[src/rtl/lza_lod_pipe_if.sv]
// Handshake bundle for the LZA leading-one detector: the upstream string side and
// the downstream count side of one elastic pipeline.
interface lza_lod_pipe_if #(
  parameter int DATA_WIDTH  = 8,
  parameter int COUNT_WIDTH = $clog2(DATA_WIDTH) + 1
);
  logic                   in_valid;
  logic                   in_ready;
  logic [DATA_WIDTH-1:0]  string_f;
  logic                   out_valid;
  logic                   out_ready;
  logic [COUNT_WIDTH-1:0] lz_count;
  logic                   all_zero;

  // The detector is the slave; the pre-encoder/normalizer side is the master.
  modport slave (
    input  in_valid, string_f, out_ready,
    output in_ready, out_valid, lz_count, all_zero
  );

  modport master (
    output in_valid, string_f, out_ready,
    input  in_ready, out_valid, lz_count, all_zero
  );
endinterface

[src/rtl/lza_lod_pipe.sv]
// Two-stage leading-one detector on the LZA indicator string: stage 1 counts each
// half independently, stage 2 merges the halves into the anticipated shift amount.
module lza_lod_pipe #(
  parameter int DATA_WIDTH  = 8,
  parameter int COUNT_WIDTH = $clog2(DATA_WIDTH) + 1
) (
  input  logic         clk,
  input  logic         rst_n,
  lza_lod_pipe_if.slave bus
);

  localparam int H = DATA_WIDTH / 2;
  localparam logic [COUNT_WIDTH-1:0] H_CNT = COUNT_WIDTH'(H);

  // Zeros above the highest set bit of one half; H when the half is empty.
  function automatic logic [COUNT_WIDTH-1:0] half_lz(input logic [H-1:0] v);
    logic [COUNT_WIDTH-1:0] cnt;
    cnt = H_CNT;
    for (int i = 0; i < H; i++) begin
      if (v[i]) cnt = COUNT_WIDTH'(H - 1 - i);
    end
    return cnt;
  endfunction

  // Stage 1 state
  logic                   s1_valid_q,   s1_valid_d;
  logic [COUNT_WIDTH-1:0] s1_hi_cnt_q,  s1_hi_cnt_d;
  logic [COUNT_WIDTH-1:0] s1_lo_cnt_q,  s1_lo_cnt_d;
  logic                   s1_hi_zero_q, s1_hi_zero_d;
  logic                   s1_lo_zero_q, s1_lo_zero_d;

  // Stage 2 (output) state
  logic                   out_valid_q,  out_valid_d;
  logic [COUNT_WIDTH-1:0] lz_count_q,   lz_count_d;
  logic                   all_zero_q,   all_zero_d;

  logic s2_ready;
  logic s1_load;
  logic s2_load;

  // Ready ripples backwards combinationally so a full pipe still streams one per cycle.
  assign s2_ready     = !out_valid_q || bus.out_ready;
  assign bus.in_ready = !s1_valid_q || s2_ready;
  assign s1_load      = bus.in_valid && bus.in_ready;
  assign s2_load      = s1_valid_q && s2_ready;

  assign bus.out_valid = out_valid_q;
  assign bus.lz_count  = lz_count_q;
  assign bus.all_zero  = all_zero_q;

  always_comb begin
    // NOTE: every signal gets a default first so no path through this block can infer a latch.
    s1_hi_cnt_d  = half_lz(bus.string_f[DATA_WIDTH-1:H]);
    s1_lo_cnt_d  = half_lz(bus.string_f[H-1:0]);
    s1_hi_zero_d = (bus.string_f[DATA_WIDTH-1:H] == '0);
    s1_lo_zero_d = (bus.string_f[H-1:0] == '0);

    s1_valid_d = s1_valid_q;
    if (s1_load) begin
      s1_valid_d = 1'b1;
    end else if (s2_ready) begin
      s1_valid_d = 1'b0;
    end

    out_valid_d = out_valid_q;
    if (s2_load) begin
      out_valid_d = 1'b1;
    end else if (bus.out_ready) begin
      out_valid_d = 1'b0;
    end

    // The upper half wins when it holds a one; otherwise skip it entirely.
    lz_count_d = s1_hi_zero_q ? (H_CNT + s1_lo_cnt_q) : s1_hi_cnt_q;
    all_zero_d = s1_hi_zero_q && s1_lo_zero_q;
  end

  always_ff @(posedge clk or negedge rst_n) begin
    if (!rst_n) begin
      // NOTE: data registers are reset too, so outputs read as zero rather than X right after reset.
      s1_valid_q   <= 1'b0;
      s1_hi_cnt_q  <= '0;
      s1_lo_cnt_q  <= '0;
      s1_hi_zero_q <= 1'b0;
      s1_lo_zero_q <= 1'b0;
      out_valid_q  <= 1'b0;
      lz_count_q   <= '0;
      all_zero_q   <= 1'b0;
    end else begin
      // NOTE: non-blocking assignments so S2 captures the old S1 content on a simultaneous reload.
      s1_valid_q  <= s1_valid_d;
      out_valid_q <= out_valid_d;
      if (s1_load) begin
        s1_hi_cnt_q  <= s1_hi_cnt_d;
        s1_lo_cnt_q  <= s1_lo_cnt_d;
        s1_hi_zero_q <= s1_hi_zero_d;
        s1_lo_zero_q <= s1_lo_zero_d;
      end
      if (s2_load) begin
        lz_count_q <= lz_count_d;
        all_zero_q <= all_zero_d;
      end
    end
  end

endmodule

[src/flat_wrapper.sv]
// flat-port wrapper written by rule: the top's interface ports become plain ports
module lza_lod_pipe_flat 
#(
  parameter int DATA_WIDTH  = 8,
  parameter int COUNT_WIDTH = $clog2(DATA_WIDTH) + 1
)
  (clk, rst_n, bus_in_valid, bus_string_f, bus_out_ready, bus_in_ready, bus_out_valid, bus_lz_count, bus_all_zero);
  lza_lod_pipe_if #(.DATA_WIDTH(DATA_WIDTH), .COUNT_WIDTH(COUNT_WIDTH)) bus_i ();
  input  logic clk;
  input  logic rst_n;
  input wire logic [$bits(bus_i.in_valid)-1:0] bus_in_valid;
  input wire logic [$bits(bus_i.string_f)-1:0] bus_string_f;
  input wire logic [$bits(bus_i.out_ready)-1:0] bus_out_ready;
  output wire logic [$bits(bus_i.in_ready)-1:0] bus_in_ready;
  output wire logic [$bits(bus_i.out_valid)-1:0] bus_out_valid;
  output wire logic [$bits(bus_i.lz_count)-1:0] bus_lz_count;
  output wire logic [$bits(bus_i.all_zero)-1:0] bus_all_zero;
  assign bus_i.in_valid = bus_in_valid;
  assign bus_i.string_f = bus_string_f;
  assign bus_i.out_ready = bus_out_ready;
  assign bus_in_ready = bus_i.in_ready;
  assign bus_out_valid = bus_i.out_valid;
  assign bus_lz_count = bus_i.lz_count;
  assign bus_all_zero = bus_i.all_zero;
  lza_lod_pipe #(.DATA_WIDTH(DATA_WIDTH), .COUNT_WIDTH(COUNT_WIDTH)) u_core (.clk(clk), .rst_n(rst_n), .bus(bus_i));
endmodule
[config.mk]
export PLATFORM = sky130hd
export DESIGN_NAME = lza_lod_pipe_flat
export DESIGN_NICKNAME = d
export VERILOG_FILES = /design/src/rtl/lza_lod_pipe_if.sv /design/src/rtl/lza_lod_pipe.sv /design/src/flat_wrapper.sv
export SDC_FILE = /design/constraint.sdc
export NUM_CORES = 1
export LEC_CHECK = 0
export CORE_MARGIN = 5
export CORE_UTILIZATION = 49
export DETAILED_ROUTE_END_ITERATION = 10
export PLACE_DENSITY = 0.81
export SLEW_MARGIN = 5
export SYNTH_ARGS = -nofsm -noshare
export SYNTH_HDL_FRONTEND = slang
export SYNTH_SLANG_ARGS = --single-unit
[constraint.sdc]
create_clock -name clk -period 3.6 [get_ports clk]
set_clock_uncertainty 0.15 [all_clocks]
set_input_delay 0.54 -clock clk [delete_from_list [all_inputs] [get_ports clk]]
set_output_delay 0.54 -clock clk [all_outputs]
set_load 0.02 [all_outputs]
== Word level (Yosys, flattened, before mapping) ==
Index checks and enable logic that the tools add are counted.
Word-level totals
  bits of input ports: 12
  output and inout bits: 7
  logic and storage cells: 33
  register bits: 17
Cells by class
  $add $sub $neg: 1
  reductions and logical operators: 11
  muxes and demuxes: 13
Operator list (number)
  $mux 4: 4
  $mux 3: 5
  $logic_not 4->1: 2
  $add 3x4->4 const A: 1
  $mux 1: 4
  $reduce_bool 2->1: 2
  $logic_and 1x1->1: 3
  $logic_not 1->1: 2
  $logic_or 1x1->1: 2

== Longest topological paths before layout ==
  word-level depth: 5
  gate-level depth with buffers: 5
  gate-level depth less buffers: 3

== Worst setup path after synthesis ==
No wires, ideal clock.
  kind: input-to-reg
  start: in bus_out_ready
  end: reg u_core.s1_hi_cnt_q[0]
  path buffers: 1
  cell stages on the path: 4
  arrival: 1324 ps
  required time: 3325 ps
  setup time: 125 ps
  path slack: 2001 ps
  cells stage by stage: nand3b_4 -> and2_4 -> buf_6 -> mux2_4
Between the ends
  cells in the longest elaborated chain, start to end: 3
RTL lines
  start, declared: line flat_wrapper.sv:13  | input wire logic [$bits(bus_i.out_ready)-1:0] bus_out_ready;
  $logic_or 1x1->1: line lza_lod_pipe.sv:42  | assign s2_ready = !out_valid_q || bus.out_ready;
  $logic_or 1x1->1: line lza_lod_pipe.sv:43  | assign bus.in_ready = !s1_valid_q || s2_ready;
  $logic_and 1x1->1: line lza_lod_pipe.sv:44  | assign s1_load = bus.in_valid && bus.in_ready;
  end signal, assigned: line lza_lod_pipe.sv:93  | s1_hi_cnt_q <= s1_hi_cnt_d;
  end, declared: line lza_lod_pipe.sv:27  | logic [COUNT_WIDTH-1:0] s1_hi_cnt_q, s1_hi_cnt_d;
Every way passes these cells.
A chain may end at the register's enable or synchronous reset.

== Worst setup path after layout ==
  start: in bus_out_ready
  end: out bus_in_ready
Between the ends
  cells in the longest elaborated chain, start to end: 2
RTL lines
  $logic_or 1x1->1: line lza_lod_pipe.sv:42
  $logic_or 1x1->1: line lza_lod_pipe.sv:43
  end, declared: line flat_wrapper.sv:14  | output wire logic [$bits(bus_i.in_ready)-1:0] bus_in_ready;
Every way passes these cells.

==> impl_metrics.tcl <==
set metrics [dict create \
    outcome "finished, final reports clean" \
    synth_cell_types 19 \
    synth_area_leaders "dfrtp_1, mux2_4, mux2i_1" \
    crit_family "buffers and inverters" \
    switching_power_w 0.0000986 \
    synthAdderAreaFrac_pct 0 \
    hold_viol 0 \
    htree_levels 1 \
    drv_slew 0 \
    cp_slowest_cell "clkdlybuf4s50_1" \
    cts_root_buf "clkbuf_4" \
    routed.top_layer "met4" \
    regArea_um2 375 \
    synth_area_um2 714 \
    crit_top_cell "clkdlybuf4s50_1" \
    pwr-share-comb_pct 22.0 \
    antenna_found_initial 0 \
    grt.overflow.total 0 \
    synth_compound_area_share_pct 10.2 \
    met1Wirelength_um 520 \
    drt_pre_antenna_iters 3 \
    post_cts_buffers 0 \
    finalSetupTns_ns 0 \
    cp-end-kind "output pin" \
    drtIter0Drc 11 \
    max_stage_delay_ns 0.61 \
    start_util_pct 53.6 \
    vias_per_cell 5.26 \
    arrival_ns 1.80 \
    r2r-start "u_core.s1_valid_q$_DFFE_PN0P_" \
    required_ns 2.91 \
    final_nets 94 \
    multi_input_area_um2 289 \
    synth-edff-count 0 \
    synth.avg_cell_area_um2 11.5 \
    ys_ff_latch 15 \
    cts_tree "done" \
    timing.slew.headroom_pct 58.3 \
    clock_latency_ns 0.28 \
    die-area_um2 2320 \
    fp.dieW_um 48.2 \
    grt_max_degree 16 \
    clkPwrFrac_pct 25.1 \
    core_um2 1330 \
    cp_num_buf_inv 2 \
    p_leak_nw 0.418 \
    wl_per_cell_um 12.2 \
    yosysWarnings 0 \
    cts_hold_buf 0 \
    drc 0 \
    final_util_pct 68.4 \
    crit_type "primary input to output pin" \
    ant_nets 0 \
    syn_inst 62 \
    synth_fp_nets 74 \
    grt_pass1_vias 436 \
    rows 13 \
    min-delay-start "u_core.bus.lz_count[3]$_DFFE_PN0P_" \
    crit_path_max_fanout 5 \
    ys_async_sr_fraction_pct 100 \
    netSwitchingFraction_pct 26.5 \
    dp_cells 92 \
    grt_pass1_wl_um 1810 \
    p_int_w 0.000274 \
    wl_met2_um 498 \
    final_cell_count_no_fill 96 \
    diodes 0 \
    ios 19 \
    maxCapViolCount 0 \
    die_y_um 48.2 \
    io_buffers 18 \
    fin_hold_ws_ns 0.339 \
    drive_gt1_share_pct 14.8 \
    min_period_over_period_pct 69.1 \
    synth.most_common_cell "dfrtp_1" \
    synth_top_area_share_pct 52.5 \
    synth_top_family_by_area "simple AND/OR/NAND/NOR gates" \
    start_kind "primary input" \
    startpoint "bus_out_ready" \
    synth_xor_area_share_pct 0 \
    cts.clk_slew.worst_paths_ns 0.08 \
    wl_met3_um 99 \
    rsz0062_at_grt "no" \
    vias 505 \
    grt_util_all_layers_pct 12.3 \
    synth-simple-area-share_pct 16.1 \
    period_minus_slack_ns 2.49 \
    ys.flop_type "dfrtp_1" \
    fillers 109 \
    syn_to_final_growth_pct 27.7 \
    cts_resized 0 \
    synth_mux_area_share_pct 14.2 \
    synth_common_cells "dfrtp_1, inv_1" \
    cts-buffers-inserted 3 \
    ys_seq_area_share_pct 52.5 \
    routabilityCongestion 0.731 \
    setup_viol 0 \
    cp_cell_sequence "clkdlybuf4s50_1 -> nand3b_4 -> clkdlybuf4s50_1" \
    reg2reg_setup_slack_ns 2.17 \
    clockBufferDepth 2 \
    seqPwrFrac_pct 52.9 \
    wl_um 1170 \
    powerDensity_nw_per_um2 409 \
    clkSinkCount 15 \
    hold_path.class "flip-flop to flip-flop" \
    yosys.area.top_type "dfrtp_1" \
    worst_slew_pin_slew_ns 0.624 \
    post-dp-hpwl_um 942 \
    ir_drop_uv 225 \
    fmax_mhz 402 \
]
## worst paths after layout
kind	to	cells after the start
max reg2reg	u_core.s1_lo_cnt_q[1]$_DFFE_PN0P_	3
max in group asynchronous	u_core.s1_lo_cnt_q[2]$_DFFE_PN0P_	1
min reg2reg	u_core.bus.lz_count[3]$_DFFE_PN0P_	1
max	bus_in_ready	3
min	u_core.bus.lz_count[3]$_DFFE_PN0P_	1
min in group asynchronous	u_core.bus.lz_count[3]$_DFFE_PN0P_	1
## flip-flops by register name, summed over array words and instances, names as in the netlist
name	flops
u_core.s1_hi_cnt_q	3
u_core.s1_hi_zero_q	1
u_core.bus.out_valid	1
u_core.bus.lz_count	4
u_core.bus.all_zero	1
u_core.s1_lo_zero_q	1
u_core.s1_valid_q	1
u_core.s1_lo_cnt_q	3
## cell families (layout without fill, tap and decap cells)
family                 after synthesis  in the layout
and+or+nand+nor                     18             18
DFF                                 15             15
AOI/OAI and AO/OA                   12             12
buffers and inverters                9             28
muxes                                8              8
## layout by cell type (no fill, tap or decap), drive strengths merged
cell type      instances
a21oi                  4
clkdlybuf4s50         18
nand2                  1
and2                   1
nor2                   4
mux2i                  3
nand4                  4
nand2b                 4
nand3b                 1
mux2                   5
clkbuf                 4
a31oi                  2
a21bo                  2
inv                    6
o21ai                  4
or2b                   1
dfrtp                 15
nor3                   2
## power by group through the flow
stage / logic [W] / clock network (W) / registers (W)
2_1_floorplan: 0.0000408 / 0 / 0.000206
3_3_place_gp: 0.0000818 / 0 / 0.000200
3_5_place_dp: 0.0000833 / 0 / 0.000201
4_1_cts: 0.0000836 / 0.0000953 / 0.000197
5_1_grt: 0.0000890 / 0.000104 / 0.000199
6_report: 0.0000821 / 0.0000935 / 0.000197
## metrics by stage
step | worst slack [ns] | instance area, um^2 | power, W
2_1_floorplan | 2.00 | 714 | 0.000247
4_1_cts | 1.11 | 912 | 0.000376
3_3_place_gp | 1.13 | 886 | 0.000281
6_report | 1.11 | 912 | 0.000373
5_1_grt | 1.07 | 912 | 0.000393
3_5_place_dp | 1.12 | 886 | 0.000284
## final cells by class
type,count,area share (%)
clock buffer,4,2.88
inverter,6,2.47
multi-input combinational,38,31.7
sequential,15,41.2
tap,15,2.06
timing repair buffer,18,19.8
## routing by layer
layer  global-route usage (%)  up-vias
met5                        0        -
met4                     14.0        0
met3                     2.58        4
met2                     18.0       20
met1                     13.7      231
li1                         -      250
(Power assumes the default switching activity.)
